$ cat config.mk
export PLATFORM = sky130hd
export DESIGN_NAME = mii_rx_deframer
export DESIGN_NICKNAME = d
export VERILOG_FILES = /design/src/rtl/mii_rx_deframer_pkg.sv /design/src/rtl/mii_rx_nibble_pack.sv /design/src/rtl/mii_rx_deframer.sv
export SDC_FILE = /design/constraint.sdc
export NUM_CORES = 1
export LEC_CHECK = 0
export ABC_AREA = 1
export CORE_ASPECT_RATIO = 1.25
export CORE_UTILIZATION = 30
export DETAILED_ROUTE_END_ITERATION = 6
export PLACE_DENSITY_LB_ADDON = 0.3
export SETUP_SLACK_MARGIN = 0.15
export SKIP_LAST_GASP = 1
export SLEW_MARGIN = 20
export SYNTH_ARGS = -nofsm -noshare
export SYNTH_HDL_FRONTEND = slang
export SYNTH_HIERARCHICAL = 1
export SYNTH_SLANG_ARGS = --single-unit
$ cat constraint.sdc
create_clock -name clk -period 2.4 [get_ports clk]
set_clock_uncertainty 0.1 [all_clocks]
set_input_delay 0.48 -clock clk [delete_from_list [all_inputs] [get_ports clk]]
set_output_delay 0.48 -clock clk [all_outputs]
set_load 0.005 [all_outputs]
$ cat src/rtl/mii_rx_deframer_pkg.sv
// Shared constants and state encoding for the MII receive deframer.
package mii_rx_deframer_pkg;

    localparam int unsigned NIB_W               = 4;
    localparam int unsigned BYTE_W              = 8;
    localparam int unsigned DEF_PREAMBLE_MIN    = 10;
    localparam int unsigned DEF_MAX_FRAME_BYTES = 1522;
    localparam int unsigned DEF_LEN_W           = 11;

    localparam logic [NIB_W-1:0] PREAMBLE_NIBBLE = 4'h5;
    localparam logic [NIB_W-1:0] SFD_NIBBLE      = 4'hD;

    typedef enum logic [2:0] {
        ST_IDLE     = 3'd0,
        ST_PREAMBLE = 3'd1,
        ST_DATA_LO  = 3'd2,
        ST_DATA_HI  = 3'd3,
        ST_DROP     = 3'd4
    } rx_state_e;

endpackage

$ cat src/rtl/mii_rx_nibble_pack.sv
// Nibble-to-byte packer with a one-byte hold buffer so the final byte can carry rx_eof.
module mii_rx_nibble_pack
    import mii_rx_deframer_pkg::*;
#(
    parameter int unsigned LEN_W = DEF_LEN_W
) (
    input  logic              clk,
    input  logic              rst,
    input  logic [NIB_W-1:0]  nib,
    input  logic              lo_we,
    input  logic              hi_we,
    input  logic              frame_start,
    input  logic              frame_end,
    input  logic              end_err,
    input  logic [LEN_W-1:0]  end_len,
    output logic [BYTE_W-1:0] rx_data,
    output logic              rx_valid,
    output logic              rx_sof,
    output logic              rx_eof,
    output logic              rx_err,
    output logic [LEN_W-1:0]  rx_len
);

    logic [NIB_W-1:0]  lo_q, lo_d;
    logic [BYTE_W-1:0] hold_q, hold_d;
    logic              hold_full_q, hold_full_d;
    logic              sof_pend_q, sof_pend_d;
    logic [BYTE_W-1:0] data_q, data_d;
    logic              valid_q, valid_d;
    logic              sof_q, sof_d;
    logic              eof_q, eof_d;
    logic              err_q, err_d;
    logic [LEN_W-1:0]  len_q, len_d;
    logic              emit;

    always_comb begin
        lo_d        = lo_q;
        hold_d      = hold_q;
        hold_full_d = hold_full_q;
        sof_pend_d  = sof_pend_q;
        data_d      = data_q;
        valid_d     = 1'b0;
        sof_d       = 1'b0;
        eof_d       = 1'b0;
        err_d       = 1'b0;
        len_d       = '0;
        emit        = (hi_we || frame_end) && hold_full_q;

        if (lo_we) begin
            lo_d = nib;
        end
        if (hi_we) begin
            hold_d      = {nib, lo_q};
            hold_full_d = 1'b1;
        end
        // A completed byte or end of frame pushes out whatever was held.
        if (emit) begin
            valid_d    = 1'b1;
            data_d     = hold_q;
            sof_d      = sof_pend_q;
            sof_pend_d = 1'b0;
        end
        if (frame_end) begin
            eof_d       = 1'b1;
            err_d       = end_err;
            len_d       = end_len;
            hold_full_d = 1'b0;
        end
        if (frame_start) begin
            sof_pend_d  = 1'b1;
            hold_full_d = 1'b0;
        end
    end

    always_ff @(posedge clk) begin
        if (rst) begin
            lo_q        <= '0;
            hold_q      <= '0;
            hold_full_q <= 1'b0;
            sof_pend_q  <= 1'b0;
            data_q      <= '0;
            valid_q     <= 1'b0;
            sof_q       <= 1'b0;
            eof_q       <= 1'b0;
            err_q       <= 1'b0;
            len_q       <= '0;
        end else begin
            lo_q        <= lo_d;
            hold_q      <= hold_d;
            hold_full_q <= hold_full_d;
            sof_pend_q  <= sof_pend_d;
            data_q      <= data_d;
            valid_q     <= valid_d;
            sof_q       <= sof_d;
            eof_q       <= eof_d;
            err_q       <= err_d;
            len_q       <= len_d;
        end
    end

    assign rx_data  = data_q;
    assign rx_valid = valid_q;
    assign rx_sof   = sof_q;
    assign rx_eof   = eof_q;
    assign rx_err   = err_q;
    assign rx_len   = len_q;

endmodule

$ cat src/rtl/mii_rx_deframer.sv
// MII receive deframer: strips preamble/SFD, counts bytes, flags errors, and drives the packer.
module mii_rx_deframer
    import mii_rx_deframer_pkg::*;
#(
    parameter int unsigned PREAMBLE_MIN    = DEF_PREAMBLE_MIN,
    parameter int unsigned MAX_FRAME_BYTES = DEF_MAX_FRAME_BYTES,
    parameter int unsigned LEN_W           = DEF_LEN_W
) (
    input  logic              clk,
    input  logic              rst,
    input  logic              rx_dv,
    input  logic              rx_er,
    input  logic [NIB_W-1:0]  rxd,
    output logic [BYTE_W-1:0] rx_data,
    output logic              rx_valid,
    output logic              rx_sof,
    output logic              rx_eof,
    output logic              rx_err,
    output logic [LEN_W-1:0]  rx_len
);

    localparam int unsigned PCNT_W = $clog2(PREAMBLE_MIN + 1);

    logic              dv_r_q;
    logic              er_r_q;
    logic [NIB_W-1:0]  rxd_r_q;

    rx_state_e         state_q, state_d;
    logic [PCNT_W-1:0] pcnt_q, pcnt_d;
    logic [LEN_W-1:0]  bcnt_q, bcnt_d;
    logic              err_q, err_d;
    logic              dv_prev_q, dv_prev_d;
    logic              armed_q, armed_d;

    logic              lo_we, hi_we, frame_start, frame_end, end_err;

    // Pin registers are deliberately not reset so a reset mid-frame cannot fake a low rx_dv.
    always_ff @(posedge clk) begin
        dv_r_q  <= rx_dv;
        er_r_q  <= rx_er;
        rxd_r_q <= rxd;
    end

    always_comb begin
        state_d     = state_q;
        pcnt_d      = pcnt_q;
        bcnt_d      = bcnt_q;
        err_d       = err_q;
        dv_prev_d   = dv_r_q;
        armed_d     = armed_q || !dv_r_q;
        lo_we       = 1'b0;
        hi_we       = 1'b0;
        frame_start = 1'b0;
        frame_end   = 1'b0;
        end_err     = err_q || (state_q == ST_DATA_HI) || (bcnt_q == '0)
                      || (bcnt_q > LEN_W'(MAX_FRAME_BYTES));

        case (state_q)
            ST_IDLE: begin
                // Only a genuine low-to-high edge of rx_dv starts a frame.
                if (dv_r_q && !dv_prev_q && armed_q) begin
                    if (rxd_r_q == PREAMBLE_NIBBLE) begin
                        state_d = ST_PREAMBLE;
                        pcnt_d  = PCNT_W'(1);
                    end else begin
                        state_d = ST_DROP;
                    end
                end
            end
            ST_PREAMBLE: begin
                if (!dv_r_q) begin
                    state_d = ST_IDLE;
                end else if (rxd_r_q == PREAMBLE_NIBBLE) begin
                    if (pcnt_q != PCNT_W'(PREAMBLE_MIN)) begin
                        pcnt_d = pcnt_q + PCNT_W'(1);
                    end
                end else if ((rxd_r_q == SFD_NIBBLE) && (pcnt_q >= PCNT_W'(PREAMBLE_MIN))) begin
                    state_d     = ST_DATA_LO;
                    bcnt_d      = '0;
                    err_d       = 1'b0;
                    frame_start = 1'b1;
                end else begin
                    state_d = ST_DROP;
                end
            end
            ST_DATA_LO: begin
                if (!dv_r_q) begin
                    frame_end = 1'b1;
                    state_d   = ST_IDLE;
                end else begin
                    lo_we   = 1'b1;
                    err_d   = err_q || er_r_q;
                    state_d = ST_DATA_HI;
                end
            end
            ST_DATA_HI: begin
                if (!dv_r_q) begin
                    frame_end = 1'b1;
                    state_d   = ST_IDLE;
                end else begin
                    hi_we   = 1'b1;
                    err_d   = err_q || er_r_q;
                    state_d = ST_DATA_LO;
                    if (bcnt_q != LEN_W'(MAX_FRAME_BYTES + 1)) begin
                        bcnt_d = bcnt_q + LEN_W'(1);
                    end
                end
            end
            ST_DROP: begin
                if (!dv_r_q) begin
                    state_d = ST_IDLE;
                end
            end
            default: begin
                state_d = ST_IDLE;
            end
        endcase
    end

    always_ff @(posedge clk) begin
        if (rst) begin
            state_q   <= ST_IDLE;
            pcnt_q    <= '0;
            bcnt_q    <= '0;
            err_q     <= 1'b0;
            dv_prev_q <= 1'b0;
            armed_q   <= 1'b0;
        end else begin
            state_q   <= state_d;
            pcnt_q    <= pcnt_d;
            bcnt_q    <= bcnt_d;
            err_q     <= err_d;
            dv_prev_q <= dv_prev_d;
            armed_q   <= armed_d;
        end
    end

    mii_rx_nibble_pack #(
        .LEN_W (LEN_W)
    ) u_pack (
        .clk         (clk),
        .rst         (rst),
        .nib         (rxd_r_q),
        .lo_we       (lo_we),
        .hi_we       (hi_we),
        .frame_start (frame_start),
        .frame_end   (frame_end),
        .end_err     (end_err),
        .end_len     (bcnt_q),
        .rx_data     (rx_data),
        .rx_valid    (rx_valid),
        .rx_sof      (rx_sof),
        .rx_eof      (rx_eof),
        .rx_err      (rx_err),
        .rx_len      (rx_len)
    );

endmodule
## Yosys cells after proc, flatten, opt, wreduce, memory -nomap -nowiden

Index checks and enable logic that the tools add are counted.

- $add $sub $neg: 2
- $mul: 0
- Div/mod/pow operators: 0
- $lt $le $gt $ge: 2
- Equal/unequal tests: 20
- Shift operators: 0
- Multiplexer cells: 39
- Bitwise operators: 2
- Reduce and logical (&&, ||, !) cells: 26

Operator list:

| operator | count |
|---|---|
| $mux W11 | 5 |
| $pmux W11 S2 | 1 |
| $mux W4 | 5 |
| $mux W3 | 6 |
| $ne A2 B2 Y1 const B | 9 |
| $mux W1 | 17 |
| $pmux W3 S5 | 1 |
| $reduce_and A6 Y1 | 2 |
| $add A11 B1 Y11 const B | 1 |
| $gt A11 B11 Y1 const B | 1 |
| $logic_not A11 Y1 | 1 |
| $ne A11 B11 Y1 const B | 1 |
| $pmux W4 S2 | 1 |
| $reduce_bool A2 Y1 | 4 |
| $eq A3 B2 Y1 const B | 2 |
| $logic_or A1 B1 Y1 | 6 |
| $reduce_or A2 Y1 | 3 |
| $reduce_and A5 Y1 | 1 |
| $add A4 B1 Y4 const B | 1 |
| $eq A4 B3 Y1 const B | 1 |
| $eq A4 B4 Y1 const B | 1 |
| $ge A4 B4 Y1 const B | 1 |
| $logic_and A1 B1 Y1 | 4 |
| $mux W2 | 2 |
| 11 further kinds | 14 |

- Register bits: 64
- Latch bits: 0
- RAM bits: 0
- ROM bits: 0
- Word-level logic and storage cells: 110
- Memories kept: 0

## Longest topological paths before layout

Gate-level depths: netlist of the first run.

- Word-level depth: 7
- Mapped depth: 11

## Hierarchy

The synthesis of the first run kept the hierarchy.

By module, submodules not included:

| module | instances | cells each | area an instance (um2) | seq. area each (um2) |
|---|---|---|---|---|
| mii_rx_deframer | 1 | 245 | 1542.7 | 540.5 |
| mii_rx_nibble_pack | 1 | 150 | 1257.5 | 740.7 |

## Least setup slack after synthesis of the first run

OpenSTA, ideal clock, no wires.

- Path type: reg2reg
- Start point: reg state_q[1]
- End point: reg u_pack.hold_q[0]
- Library setup time: 0.121 ns
- Data arrival time: 1.247 ns
- Data required time: 2.179 ns
- Path slack: 0.932 ns
- Stages on the path, launching flop included: 9
- Buffers on the path: 1
- Period minus slack after synthesis: 1.468 ns
- Path through: dfxtp_1 > inv_1 > nor2_1 > nand2_1 > nor2_1 > inv_2 > buf_2 > o21ai_0 > a21oi_1

- Cells in the longest elaborated chain, start to end: 2

RTL lines:

| what | line | text |
|---|---|---|
| start, declared | mii_rx_deframer.sv:28 | `rx_state_e state_q, state_d;` |
| start signal, assigned | mii_rx_deframer.sv:129 | `state_q <= state_d;` |
| $eq A3 B2 Y1 | mii_rx_deframer.sv:58 | `case (state_q)` |
| $mux W1 | mii_rx_deframer.sv:58 |  |
| net hi_we | mii_rx_deframer.sv:35 | `logic lo_we, hi_we, frame_start, frame_end, end_err;` |
| end signal, assigned | mii_rx_nibble_pack.sv:89 | `hold_q <= hold_d;` |
| end, declared | mii_rx_nibble_pack.sv:25 | `logic [BYTE_W-1:0] hold_q, hold_d;` |

The timed path passes the listed nets, and every way through them passes these cells.
A chain may end at the register's enable or synchronous reset.

## Worst setup path after layout of the first run

- Start point: reg pcnt_q[0]
- End point: reg bcnt_q[8]

- Cells in the longest elaborated chain, start to end: 4

RTL lines:

| what | line | text |
|---|---|---|
| start, declared | mii_rx_deframer.sv:29 | `logic [PCNT_W-1:0] pcnt_q, pcnt_d;` |
| start signal, assigned | mii_rx_deframer.sv:130 | `pcnt_q <= pcnt_d;` |
| $ge A4 B4 Y1 | mii_rx_deframer.sv:77 | `end else if ((rxd_r_q == SFD_NIBBLE) && (pcnt_q >= PCNT_W'(PREAMBLE_MIN))) begin` |
| $logic_and A1 B1 Y1 | mii_rx_deframer.sv:77 |  |
| $ne A2 B2 Y1 (no line) | n/a |  |
| $reduce_and A6 Y1 (no line) | n/a |  |
| end signal, assigned | mii_rx_deframer.sv:131 | `bcnt_q <= bcnt_d;` |
| end, declared | mii_rx_deframer.sv:30 | `logic [LEN_W-1:0] bcnt_q, bcnt_d;` |

No other way between the ends.

==> results of run 1 <==
## final cells by class
cell class / instances / area, um^2
Fill cell: 981 / 5577
Sequential cell: 64 / 1281
Multi-Input combinational cell: 263 / 1230
Timing Repair Buffer: 32 / 315.3
Clock buffer: 11 / 242.7
Inverter: 59 / 221.5
Tap cell: 123 / 153.9
Clock inverter: 5 / 103.9
## power by group through the flow
stage	Clock, uW	Combinational, uW	Sequential (uW)
after floorplan	0	43.0	1100
after global placement	0	62.1	1110
after detailed placement	0	63.1	1110
after CTS	1520	63.7	1080
after global routing	1560	72.4	1080
final	1490	62.5	1080
## layout by cell type, fill, tap and decap left out, drive strengths merged, types with 5 or more instances in the layout
cell type | netlist | final
nand2 | 76 | 76
clkdlybuf4s50 | 0 | 30
dfxtp | 64 | 64
nor2 | 91 | 91
o21ai | 16 | 16
clkbuf | 2 | 11
a21oi | 22 | 22
ha | 5 | 5
inv | 59 | 59
nand3 | 35 | 35
## registers in the layout (all words and copies together), names as in the netlist
name                count
armed_q                 1
bcnt_q                 11
dv_prev_d               1
dv_prev_q               1
er_r_q                  1
err_q                   1
pcnt_q                  4
rxd_r_q                 4
state_q                 3
u_pack/hold_full_q      1
u_pack/hold_q           8
u_pack/lo_q             4
u_pack/rx_data          8
u_pack/rx_eof           1
u_pack/rx_err           1
u_pack/rx_len          11
u_pack/rx_sof           1
u_pack/rx_valid         1
u_pack/sof_pend_q       1
## logic make-up (layout without fill, tap and decap cells)
family                   Yosys count  count (layout)
AND/OR/NAND/NOR                  215             215
buffers and inverters             68             107
flip-flops                        64              64
AO/OA/AOI/OAI                     41              41
adder cells (fa/ha/maj)            5               5
XOR/XNOR                           2               2
## tightest hold or removal path, stage by stage, from the launching register on
cell and delay [ns]:
dfxtp_1 0.29, inv_1 0.06, a21oi_1 0.05
## layer usage
layer	track usage [%]	routed length, um
met1	14.21	2484
met2	19.34	2548
met3	3.351	177
met4	7.143	148
met5	0	0
## worst paths after layout
path / start / to / slack (ns) / cells after the start
worst max register to register: pcnt_q[0] / bcnt_q[8] / 0.55 / 10
worst max-delay path: pcnt_q[0] / bcnt_q[8] / 0.55 / 10
worst min-delay path: u_pack/hold_q[1] / u_pack/hold_q[1] / 0.35 / 2
worst min register to register: u_pack/hold_q[1] / u_pack/hold_q[1] / 0.35 / 2
## metrics by stage
stage                     instances  util (%)  setup WS, ns
after CTS                       557     38.89        0.5274
final                           557     38.89        0.5533
after global placement          541     35.09        0.5460
after floorplan                 395         -        0.9318
after detailed placement        541     35.09        0.5011
after global routing            557     38.89        0.3408
==> out/qor.txt, run 1 <==
Status: finished clean
Buffer count from post-CTS setup fixing: 0
CP peak stage delay: 0.36 ns
Largest family of logic cells by synthesized area: simple AND/OR/NAND/NOR gates
CTS Root Cell: clkbuf_16
Total core area: 9125 um^2
Number of global-route vias before repair: 2102
Clock network power share: 56.5%
Total GRT Usage: 12.03%
Top cells by count, synth: nor2_1 (78), nand2_1 (73), dfxtp_1 (64)
Pwr Total: 2634 uW
Die height: 110.0 um
Top cell type's share of synthesized area: 45.76%
WP buf/inv: 2
Clock buffer depth: 2
Arr. time, crit path: 1.97 ns
DPL Wire Length: 3976 um
Fin area: 3548 um^2
Post-synthesis mux area share: 0%
Total gr overflow: 0
Setup TNS: 0 ns
Hold Path Class: reg2reg
# diodes: 0
Delay-heaviest family, CP: simple AND/OR/NAND/NOR gates
Pint: 2141 uW
Startpoint types: flip-flop
XOR/XNOR Fraction of Synth Area: 0.6256%
Area post-placement: 3202 um^2
CP dominant cell by count: nand2_1
Synth Net Count: 408
Initial core utilization: 30.69%
First-pass GRT wire length: 8990 um
IO buf count: 30
Pleak: 0.001413 uW
Initial antenna violation count: 0
FP Rows: 39
Gate power share: 2.4%
Synthesized flop and latch total: 64
Max-slew violations: 0
Wirelength per Cell: 9.621 um
Flop pwr share: 41.2%
Hold-fix buffer count after cts: 0
CTS sink cnt: 64
Crit-path max FO: 11
Share of layout cells above drive strength 1: 9.677%
Pin count of the biggest net entering global routing: 21
Gate Count Post-Synth: 395
Most frequent cell after synthesis: nor2_1
GP Congestion: 0.8828
WHS: 0.3531 ns
Drt total wl: 5359 um
Post-synth top area cell: dfxtp_1
Routed vias: 2417
Worst EP required: 2.52 ns
Drt pass-1 iters: 4
Largest cells by area after synthesis: dfxtp_1 (46%), nor2_1 (10%), nand2_1 (9.8%), inv_1 (7.4%), nand3_1 (6.1%)
Final Hold Viols: 0
Max Freq: 541.5 MHz
Minimum clock period: 1.847 ns
NetSw: 493.5 uW
EDFF count, synth: 0
Simple-Gate Fraction of Synth Area: 33.20%
DRT antenna net count: 0
Critical path's slowest cell: dfxtp_1
DRC: 0
Synth async-reset ratio: 0%
CTS clock-pin slew for the worst setup and hold paths: 0.05 ns
Worst-Skew Late Latency: 0.33 ns
CTS tree: yes
I/O Pins: 31
Yosys warning count: 6
Post-cts resize count: 0
Fraction of the mapped netlist area in adder cells: 2.234%
H-tree Lvls: 3
Finish-stage setup viols: 0
Worst vdd ir: 0.2971 mV
Crit-path cells: inv_1 -> ha_1 -> nand2_1 -> nand2_1 -> nand2_1 -> nand2_1 -> nand2_2 -> inv_2 -> nor2_1 -> nor2_1
Sequential fraction of the synthesis area: 45.76%
Area grow syn2layout: 26.72%
Setup crit end kind: flip-flop
Max-cap violations: 0
Switching power share of the total: 18.73%
Power Dens Cells: 742.4 nW/um^2
Fin crit share: 76.95%
Fin nets: 442
Worst-margin pin slew: 0.4807 ns
Die X: 88.41 um
Post-synthesis compound-gate area fraction: 7.864%
Setup repair after global routing missed its margin: false
Synth Cell Area: 2800 um^2
Slew headroom: 67.92%
TritonCTS Buffers: 9
Setup CP Type: reg2reg
Ys flop type: dfxtp_1
Distinct cells, synth: 31
Starting DRT DRC Count: 111
Die area: 9726 um^2
Synth Area per Inst: 7.089 um^2
Via/cell ratio: 4.339
(Power assumes the default switching activity.)
==> run 2: changes to the inputs <==
- clock period: 2.4 -> 1.85 ns (I/O delays scaled with it)
==> run 2 against run 1 <==
Setup slack worse by 0.34 ns. Sequential share of layout area is 0.27 points lower. Largest power group unchanged. Global-route usage is 1.0 points higher. Via count up 2.2%. Sequential cell count unchanged. Wire length grew 6.8%. Highest routed layer unchanged.
==> out/qor.txt, run 2 (synthesis results as in run 1) <==
Status: finished clean
TritonCTS Buffers: 9
Total gr overflow: 0
H-tree Lvls: 3
Fin crit share: 88.32%
Commonest non-fill, non-tap cell in the layout: nor2_1
Area occupied by multi-input gates: 1252 um^2
Total core area: 9125 um^2
Die X: 88.41 um
Fin nets: 451
Hold Path Class: reg2reg
# diodes: 0
CTS clock-pin slew for the worst setup and hold paths: 0.05 ns
Clock buffer depth: 2
DRC: 0
Minimum clock period: 1.634 ns
Worst vdd ir: 0.3385 mV
Most frequent cells in the layout: nor2_1 (77), nand2_1 (72), dfxtp_1 (62)
Drt pass-1 iters: 4
Pint: 2407 uW
Max Freq: 612.0 MHz
Routed vias: 2470
Share of layout cells above drive strength 1: 12.64%
DPL Wire Length: 4241 um
Most crowded layer after global routing: met2
Slew headroom: 67.29%
Power Dens Cells: 857.8 nW/um^2
Worst EP required: 1.38 ns
Starting DRT DRC Count: 141
Finish-stage setup viols: 0
Initial core utilization: 30.69%
IO buf count: 30
CTS tree: yes
I/O Pins: 31
First-pass GRT wire length: 9770 um
Crit-path max FO: 2
GR Util met1: 15.63%
Initial antenna violation count: 0
Drt total wl: 5726 um
Clock network power share: 51.5%
Wirelength per Cell: 10.12 um
NetSw: 666.2 uW
Pin count of the biggest net entering global routing: 21
Pleak: 0.001425 uW
Setup TNS: 0 ns
DRT antenna net count: 0
Worst-Skew Late Latency: 0.33 ns
Die area: 9726 um^2
Delay-heaviest family, CP: buffers and inverters
GP Congestion: 0.8663
Hold-fix buffer count after cts: 0
Setup CP Type: reg2out
Number of global-route vias before repair: 2239
FP Rows: 39
CTS sink cnt: 64
Final Hold Viols: 0
Met2 Usage GRT: 21.59%
Total GRT Usage: 13.08%
Crit-path cells: clkdlybuf4s50_1
FILL cells: 986
Arr. time, crit path: 1.16 ns
CTS Root Cell: clkbuf_16
Critical path's slowest cell: clkdlybuf4s50_1
CP peak stage delay: 0.50 ns
Switching power share of the total: 21.68%
Area grow syn2layout: 27.93%
Flop pwr share: 45.7%
Reg area: 1284 um^2
WP buf/inv: 1
Worst-margin pin slew: 0.4901 ns
Setup repair after global routing missed its margin: true
Max-cap violations: 0
Via/cell ratio: 4.364
M3 GR Usage: 3.127%
Max-slew violations: 0
Setup crit end kind: output pin
Startpoint types: flip-flop
Pwr Total: 3073 uW
Gate power share: 2.7%
Die height: 110.0 um
## run 2: cell count changes in the layout (fill, tap and decap cells not counted), sizes merged
cell,before,now
bufinv,3,0
clkinvlp,0,2
buf,2,11
clkbuf,11,12
## run 2: layout make-up
class                   count  share of cell area [%]
repair buffers             41                   10.69
clock buffers              12                   7.160
well taps                 123                   4.296
multi-input cells         263                   34.96
inverters                  59                   6.252
clock inverters             4                  0.8034
flip-flops and latches     64                   35.84
## run 2: metrics by stage
stage / instances / utilization (%) / hold WS [ns] / cell area [um^2] / setup WS (ns)
after floorplan: 395 / - / 0.2977 / 2800 / 0.3818
after global placement: 550 / 35.83 / 0.3414 / 3269 / 0.09276
after detailed placement: 550 / 35.83 / 0.3457 / 3269 / 0.07737
after CTS: 566 / 38.98 / 0.3537 / 3557 / 0.2000
after global routing: 566 / 39.26 / 0.3760 / 3582 / 0.1375
final: 566 / 39.26 / 0.3553 / 3582 / 0.2161
## run 2: metal layers
metal,vias to the layer above,wire (um)
met1,1097,2634
met4,0,125
met5,-,0
li1,1311,-
met2,51,2716
met3,11,249
## run 2: final timing paths
check	start	end	slack [ns]	depth (start not counted)
worst max-delay path	u_pack/rx_data[2]	rx_data[2]	0.22	1
worst min-delay path	u_pack/hold_q[1]	u_pack/hold_q[1]	0.36	2
worst max register to register	bcnt_q[1]	bcnt_q[8]	0.27	10
worst min register to register	u_pack/hold_q[1]	u_pack/hold_q[1]	0.36	2
## run 2: power by group through the flow
stage | Combinational [uW] | Clock, uW | Sequential (uW)
after floorplan | 55.8 | 0 | 1430
after global placement | 84.6 | 0 | 1440
after detailed placement | 85.3 | 0 | 1440
after CTS | 85.9 | 1610 | 1410
after global routing | 99.1 | 1670 | 1410
final | 84.2 | 1580 | 1410
## run 2: what timing repair did
action,in CTS,in global routing
resized for setup,1,9
cloned,0,0
buffers inserted,0,0
endpoints found under the setup margin,8,18
